[src/rtl/uart_rx_pkg.sv]
// rtl/uart_rx_pkg.sv - shared types and defaults for the uart_rx block
`timescale 1ns/1ps
package uart_rx_pkg;

  localparam int OVERSAMPLING_DEFAULT = 8;

  typedef enum logic [2:0] {
    IDLE  = 3'd0,
    START = 3'd1,
    DATA  = 3'd2,
    STOP  = 3'd3,
    BREAK = 3'd4
  } rx_state_t;

endpackage

[src/rtl/uart_rx_baud_tick.sv]
// rtl/uart_rx_baud_tick.sv - fractional divider producing one-clk ticks at Baud*Oversampling
`timescale 1ns/1ps
module uart_rx_baud_tick
  import uart_rx_pkg::*;
#(
  parameter int ClkFrequency = 25000000,
  parameter int Baud         = 115200,
  parameter int Oversampling = OVERSAMPLING_DEFAULT
) (
  input  logic clk,
  input  logic reset,
  input  logic enable,
  output logic tick
);

  localparam logic [32:0] INC = 33'(Baud * Oversampling);
  localparam logic [32:0] LIM = 33'(ClkFrequency);

  logic [32:0] acc;
  logic [32:0] acc_sum;

  // Phase accumulator keeps the long-run tick rate exact instead of rounding the divisor.
  assign acc_sum = acc + INC;

  always_ff @(posedge clk) begin
    if (reset) begin
      acc  <= '0;
      tick <= 1'b0;
    end else if (enable) begin
      if (acc_sum >= LIM) begin
        acc  <= acc_sum - LIM;
        tick <= 1'b1;
      end else begin
        acc  <= acc_sum;
        tick <= 1'b0;
      end
    end else begin
      tick <= 1'b0;
    end
  end

endmodule

[src/rtl/uart_rx.sv]
// rtl/uart_rx.sv - oversampling 8N1 UART receiver with glitch filter and idle detection
`timescale 1ns/1ps
module uart_rx
  import uart_rx_pkg::*;
#(
  parameter int ClkFrequency = 25000000,
  parameter int Baud         = 115200,
  parameter int Oversampling = OVERSAMPLING_DEFAULT
) (
  input  logic       clk,
  input  logic       rst_n,
  input  logic       rx,
  output logic [7:0] rx_data,
  output logic       rx_data_ready,
  output logic       rx_frame_error,
  output logic       rx_idle,
  output logic       rx_endofpacket
);

  localparam int CW = $clog2(Oversampling);
  localparam int GW = $clog2(2 * Oversampling) + 1;
  localparam logic [CW-1:0] HALF_LAST = CW'(Oversampling / 2 - 1);
  localparam logic [CW-1:0] BIT_LAST  = CW'(Oversampling - 1);
  localparam logic [GW-1:0] GAP_SAT   = GW'(2 * Oversampling);
  localparam logic [GW-1:0] GAP_LAST  = GW'(2 * Oversampling - 1);

  logic          tick;
  logic [1:0]    sync_q;
  logic [1:0]    filt_cnt;
  logic [1:0]    filt_cnt_next;
  logic          filt;
  rx_state_t     state;
  rx_state_t     state_next;
  logic [CW-1:0] tick_cnt;
  logic [2:0]    bit_cnt;
  logic [7:0]    shift;
  logic [GW-1:0] gap;

  logic cnt_clr;
  logic cnt_inc;
  logic sample_bit;
  logic good_stop;
  logic bad_stop;

  uart_rx_baud_tick #(
    .ClkFrequency(ClkFrequency),
    .Baud        (Baud),
    .Oversampling(Oversampling)
  ) u_baud_tick (
    .clk   (clk),
    .reset (~rst_n),
    .enable(1'b1),
    .tick  (tick)
  );

  always_ff @(posedge clk) begin
    if (!rst_n) begin
      sync_q   <= 2'b11;
      filt_cnt <= 2'd3;
      filt     <= 1'b1;
    end else begin
      sync_q <= {sync_q[0], rx};
      if (tick) begin
        filt_cnt <= filt_cnt_next;
        if (filt_cnt_next == 2'd3) begin
          filt <= 1'b1;
        end else if (filt_cnt_next == 2'd0) begin
          filt <= 1'b0;
        end
      end
    end
  end

  // Saturating majority-style filter: the output only flips after three consistent ticks.
  always_comb begin
    filt_cnt_next = filt_cnt;
    if (sync_q[1] && filt_cnt != 2'd3) begin
      filt_cnt_next = filt_cnt + 2'd1;
    end else if (!sync_q[1] && filt_cnt != 2'd0) begin
      filt_cnt_next = filt_cnt - 2'd1;
    end
  end

  always_ff @(posedge clk) begin
    if (!rst_n) begin
      state          <= IDLE;
      tick_cnt       <= '0;
      bit_cnt        <= '0;
      shift          <= '0;
      rx_data        <= '0;
      rx_data_ready  <= 1'b0;
      rx_frame_error <= 1'b0;
    end else begin
      state <= state_next;
      if (cnt_clr) begin
        tick_cnt <= '0;
      end else if (cnt_inc) begin
        tick_cnt <= tick_cnt + 1'b1;
      end
      if (sample_bit) begin
        shift   <= {filt, shift[7:1]};
        bit_cnt <= bit_cnt + 3'd1;
      end
      if (good_stop) begin
        rx_data <= shift;
      end
      rx_data_ready  <= good_stop;
      rx_frame_error <= bad_stop;
    end
  end

  always_comb begin
    state_next = state;
    if (tick) begin
      case (state)
        IDLE:  if (!filt) state_next = START;
        START: if (tick_cnt == HALF_LAST) state_next = filt ? IDLE : DATA;
        DATA:  if (tick_cnt == BIT_LAST && bit_cnt == 3'd7) state_next = STOP;
        STOP:  if (tick_cnt == BIT_LAST) state_next = filt ? IDLE : BREAK;
        BREAK: if (filt) state_next = IDLE;
        default: state_next = IDLE;
      endcase
    end
  end

  // The filter delays edges by a few ticks, so sampling relative to the filtered start edge lands mid-bit.
  always_comb begin
    cnt_clr    = 1'b0;
    cnt_inc    = 1'b0;
    sample_bit = 1'b0;
    good_stop  = 1'b0;
    bad_stop   = 1'b0;
    if (tick) begin
      case (state)
        IDLE: cnt_clr = 1'b1;
        START: begin
          if (tick_cnt == HALF_LAST) cnt_clr = 1'b1;
          else                       cnt_inc = 1'b1;
        end
        DATA: begin
          if (tick_cnt == BIT_LAST) begin
            cnt_clr    = 1'b1;
            sample_bit = 1'b1;
          end else begin
            cnt_inc = 1'b1;
          end
        end
        STOP: begin
          if (tick_cnt == BIT_LAST) begin
            cnt_clr   = 1'b1;
            good_stop = filt;
            bad_stop  = ~filt;
          end else begin
            cnt_inc = 1'b1;
          end
        end
        default: ;
      endcase
    end
  end

  always_ff @(posedge clk) begin
    if (!rst_n) begin
      gap            <= GAP_SAT;
      rx_endofpacket <= 1'b0;
    end else begin
      rx_endofpacket <= 1'b0;
      if (!filt) begin
        gap <= '0;
      end else if (tick && state == IDLE && gap != GAP_SAT) begin
        gap            <= gap + 1'b1;
        rx_endofpacket <= (gap == GAP_LAST);
      end
    end
  end

  assign rx_idle = (gap == GAP_SAT);

endmodule
[config.mk]
export PLATFORM = sky130hd
export DESIGN_NAME = uart_rx
export DESIGN_NICKNAME = d
export VERILOG_FILES = /design/src/rtl/uart_rx_pkg.sv /design/src/rtl/uart_rx_baud_tick.sv /design/src/rtl/uart_rx.sv
export SDC_FILE = /design/constraint.sdc
export NUM_CORES = 1
export LEC_CHECK = 0
export CAP_MARGIN = 20
export CORE_UTILIZATION = 29
export CTS_CLUSTER_DIAMETER = 60
export DETAILED_ROUTE_END_ITERATION = 10
export HOLD_SLACK_MARGIN = 0.12
export PLACE_DENSITY = 0.51
export SYNTH_ARGS = -nofsm -noshare
export SYNTH_HDL_FRONTEND = slang
export SYNTH_SLANG_ARGS = --single-unit
[constraint.sdc]
create_clock -name clk -period 2.5 [get_ports clk]
set_input_delay 0.75 -clock clk [delete_from_list [all_inputs] [get_ports clk]]
set_output_delay 0.75 -clock clk [all_outputs]
set_load 0.01 [all_outputs]
* After elaboration in Yosys (flattened, before gate mapping)
Index checks and enable logic that the tools add are counted.
** Cells by class
- $add $sub $neg :: 7
- Magnitude comparators :: 1
- Equality and inequality tests :: 18
- Mux-type cells :: 29
- Bitwise logic cells :: 2
- Reduce and logical (&&, ||, !) cells :: 17
** Operators with widths (count)
- $add 33x20->33 const B :: 1
- $ge 33x25->1 const B :: 1
- $mux 33 :: 1
- $sub 33x25->33 const B :: 1
- $mux 3 :: 6
- $pmux 3 s5 :: 1
- $mux 1 :: 14
- $ne 2x2->1 const B :: 6
- $mux 5 :: 2
- $eq 3x2->1 const B :: 3
- $eq 3x3->1 const B :: 3
- $add 3x1->3 const B :: 2
- $mux 2 :: 3
- $reduce_and 6->1 :: 1
- $add 5x1->5 const B :: 1
- $eq 5x4->1 const B :: 1
- $eq 5x5->1 const B :: 1
- $logic_and 1x1->1 :: 5
- $ne 5x5->1 const B :: 1
- $reduce_and 2->1 :: 2
- $reduce_and 4->1 :: 1
- $reduce_bool 2->1 :: 2
- $reduce_or 2->1 :: 2
- $eq 3x1->1 const B :: 1
- 11 further kinds :: 12
** Word-level totals
- Register bits :: 72
- Input port bits :: 3
- Output and inout port bits :: 12
- Word-level logic and storage cells :: 89

* Longest topological paths before layout
- Depth after elaboration :: 7
- Mapped depth :: 11
- Gate-level depth less buffers :: 10

* Modules after synthesis
A second synthesis with hierarchy kept.
** Second synthesis, totals
- Cell total of the unflattened synthesis :: 568
- Area total of the unflattened synthesis :: 4514.3 um2
** By module, submodules not included
- uart_rx_baud_tick :: times used 1, cells an instance 353, area each 2683.8 um2, sequential area each 560.5 um2
- uart_rx :: times used 1, cells an instance 215, area each 1830.5 um2, sequential area each 760.7 um2

* Worst setup path after synthesis
Ideal clock, no wire load.
- Path type :: register to register
- Start point :: reg u_baud_tick.acc[12]
- End point :: reg u_baud_tick.acc[18]
- Setup time :: 0.115 ns
- Arrival time :: 2.597 ns
- Data required time :: 2.385 ns
- Setup slack :: -0.213 ns
- Stages on the path, launching flop included :: 11
- Path buffers :: 1
- Clock period less this slack :: 2.713 ns
- Cells stage by stage :: dfxtp_1 > ha_1 > nand4_2 > nand2b_1 > or4b_1 > a22oi_1 > a31oi_1 > and3_1 > buf_6 > or3_1 > and3_1
** Between the ends
- Word-level cells in the longest chain between the ends :: 3
- Elaborated cells between the ends (all ways) :: 4
- Classes of those cells :: add/sub (2); order compare (1); mux (1)
** Ends and longest elaborated chain
- start, declared :: RTL line uart_rx_baud_tick.sv:19 : logic [32:0] acc;
- start signal, assigned :: RTL line uart_rx_baud_tick.sv:31 : acc <= acc_sum - LIM;
- start signal, assigned :: RTL line uart_rx_baud_tick.sv:34 : acc <= acc_sum;
- $add 33x20->33 * :: RTL line uart_rx_baud_tick.sv:23 : assign acc_sum = acc + INC;
- $sub 33x25->33 / $ge 33x25->1 (equally long branches) :: RTL line uart_rx_baud_tick.sv:31, uart_rx_baud_tick.sv:30
- $mux 33 * :: RTL line uart_rx_baud_tick.sv:30 : if (acc_sum >= LIM) begin
Mark *: on every way between the ends. The rest lies on a longest branch, timed or not.
A chain may end at the register's enable or synchronous reset.

* Worst setup path in the final report
- Start point :: reg u_baud_tick.acc[12]
- End point :: reg u_baud_tick.acc[21]
The elaborated chain is that of the path after synthesis.

==> reports/qor.yml <==
post-place-ws_ps: -230.9
yosysTopAreaCellShare_pct: 35.69
arrival_ps: 2840
holdBufCountCts: 0
rows: 40
start_kind: "flip-flop"
outcome: "finished, violations left"
clock_latency_ps: 340
yosysTopAreaCell: "dfxtp_1"
area_growth_syn_to_layout_pct: 43.87
routed_via_density: 4.898
hold_end: "sync_q[1]"
first_iter_violations: 174
firstDrtPassIters: 4
synth_area_leaders: "dfxtp_1, mux2i_1, nor2_1"
h-tree-depth: 3
final_cell_area_um2: 5326
worst-r2r-setup-slack_ps: -70
worst_slack_ps: -68.56
path_max_fanout: 17
io_pins: 15
reg2reg_from: "u_baud_tick.acc[12]"
worstSetupPathType: "flip-flop to flip-flop"
die-area_um2: 13220
violations: "setup timing"
synth-main-ff-cell: "dfxtp_1"
die_h_um: 115.0
hold_depth: 1
setup_viol: 14
yosysMostFrequentCell: "dfxtp_1"
grt_use_total_pct: 16.40
post-dp-hpwl_mm: 6.904
hold_viol: 0
maxSlewHeadroom_pct: 69.62
grt_pass1_wl_mm: 16.67
placedCellCount: 667
synth_common_cells: "dfxtp_1, nor2_1, nand2_1"
yosysUniqueCellTypes: 60
synth.yosys.seq_area_share_pct: 35.69
instances_no_fill: 704
drv_cap: 0
ys_seq_elements: 66
routed_wl_mm: 9.974
gp_congestion: 0.8295
fin_crit_ps: 2569
clk_pin_slew_ps: 60
finClkSkew_ps: 4.540
power.total_uw: 5987
finalCritPeriodShare_pct: 102.7
antenna_cells: 0
clock.fmax_ghz: 0.3893
synth_edf_count: 0
antenna_found_initial: 0
end_kind: "flip-flop"
post_drt_wl_per_cell_um: 14.17
required_ps: 2770
core-area_um2: 12210
total_leakage_power_uw: 0.002200
grt_overflow: 0
holdCritStartpoint: "sync_q[0]"
io_buffers: 14
syn-cell-area_um2: 3702
slew_viol_final: 0
reg2reg_to: "u_baud_tick.acc[21]"
root_buffer: "clkbuf_16"
final_layout_size_suffix_gt1_share_pct: 32.28
r2r_cells: 11
tightest_slew_ps: 454.6
grt_pass1_vias: 3434
postPlaceCellArea_um2: 4561
cts_tree: "built"
cts_buffers: 9
die_x_um: 115.0
cts_sinks: 66
postSynthAreaPerCell_um2: 8.550
yosysWarnings: 0
drc_errors: 0
ys_async_sr_fraction_pct: 0
clockBufferDepth: 2
synth_nets: 451
rsz0062_at_grt: "yes"
dr_total_vias: 3448
ant_nets: 0
syn_inst: 433
start_util_pct: 30.32
nets: 549
power_density_nw_per_um2: 1124
min_path_type: "flip-flop to flip-flop"
ir_drop_v: 0.0004748
grt_max_degree: 51
## cell usage in the layout, fill, tap and decap left out, types with 7 or more instances in the layout
| master | n |
|---|---|
| a21o_1 | 7 |
| a21oi_1 | 13 |
| and3_1 | 8 |
| buf_4 | 87 |
| buf_6 | 8 |
| clkbuf_16 | 9 |
| clkdlybuf4s50_1 | 13 |
| dfxtp_1 | 62 |
| ha_1 | 14 |
| inv_1 | 16 |
| mux2i_1 | 23 |
| nand2_1 | 26 |
| nand3_1 | 12 |
| nand4_1 | 8 |
| nor2_1 | 53 |
| nor3_1 | 12 |
| o21ai_0 | 10 |
| xnor2_1 | 19 |
| xor2_1 | 15 |
## layer usage
| layer | wire length (µm) | track usage (%) | up-vias |
|---|---|---|---|
| met4 | 226 | 6.753 | 0 |
| li1 | - | - | 1736 |
| met3 | 376 | 4.692 | 17 |
| met2 | 4606 | 26.47 | 60 |
| met1 | 4764 | 20.49 | 1635 |
| met5 | 0 | 0 | - |
## worst max path at each step
stage                        start                   to  slack, ps  depth (start not counted)
2_1_floorplan  u_baud_tick.acc[12]  u_baud_tick.acc[18]          3                         10
3_3_place_gp   u_baud_tick.acc[19]  u_baud_tick.acc[18]       -170                          9
3_5_place_dp   u_baud_tick.acc[12]  u_baud_tick.acc[18]       -230                          8
4_1_cts        u_baud_tick.acc[12]  u_baud_tick.acc[30]        -30                         11
5_1_grt        u_baud_tick.acc[12]  u_baud_tick.acc[22]       -210                         11
6_report       u_baud_tick.acc[12]  u_baud_tick.acc[21]        -70                         11
## metrics by stage
stage | hold WS (ps) | util, % | setup TNS (ps)
6_report | 407.7 | 43.62 | -499.1
5_1_grt | 436.0 | 43.62 | -3222
4_1_cts | 411.5 | 41.98 | -62.55
3_5_place_dp | 392.1 | 37.35 | -3792
3_3_place_gp | 404.8 | 37.35 | -2725
2_1_floorplan | 386.3 | - | 0
## worst max-delay path, stage by stage, from the launching register on
cell and delay, ps:
dfxtp_4 370, ha_4 170, nand4_4 150, buf_6 180, a2111oi_4 370, xnor2_2 150, a21boi_2 210, and3_4 250
nand3_1 110, buf_6 190, and3_1 190, nor3_2 140
## report_power, final
part	switching, µW	total, µW	internal [µW]
sequential	225	1500	1270
clock	513	1320	809
combinational	1560	3170	1610
## what timing repair did
item                                    in CTS  in global routing
endpoints found under the setup margin      29                 27
buffers inserted                            17                  5
resized for setup                           25                 35
pin swaps                                   11                 14
## registers in the layout, indices dropped and copies added (netlist names), 2 cells and up
| name | flops |
|---|---|
| bit_cnt | 3 |
| filt_cnt | 2 |
| gap | 5 |
| rx_data | 8 |
| shift | 8 |
| state | 3 |
| sync_q | 2 |
| tick_cnt | 3 |
| u_baud_tick.acc | 27 |
## final cells by class
class	instances	area, µm²
sequential	66	1331
tap	168	210.2
multi-input combinational	328	2511
fill	1230	6885
inverter	16	60.06
clock buffer	10	239.0
timing repair buffer	110	902.1
clock inverter	6	72.57
## cell families (layout without fill, tap and decap cells)
kind of cell,Yosys count,in the layout,share of synthesized area [%]
AND/OR/NAND/NOR,174,174,24.77
adder cells (fa/ha/maj),15,15,5.069
XOR/XNOR,37,37,8.753
multiplexers,23,23,6.218
buffers and inverters,39,142,4.664
AO/OA/AOI/OAI,79,79,14.84
flip-flops,66,66,35.69
(Power assumes the default switching activity.)
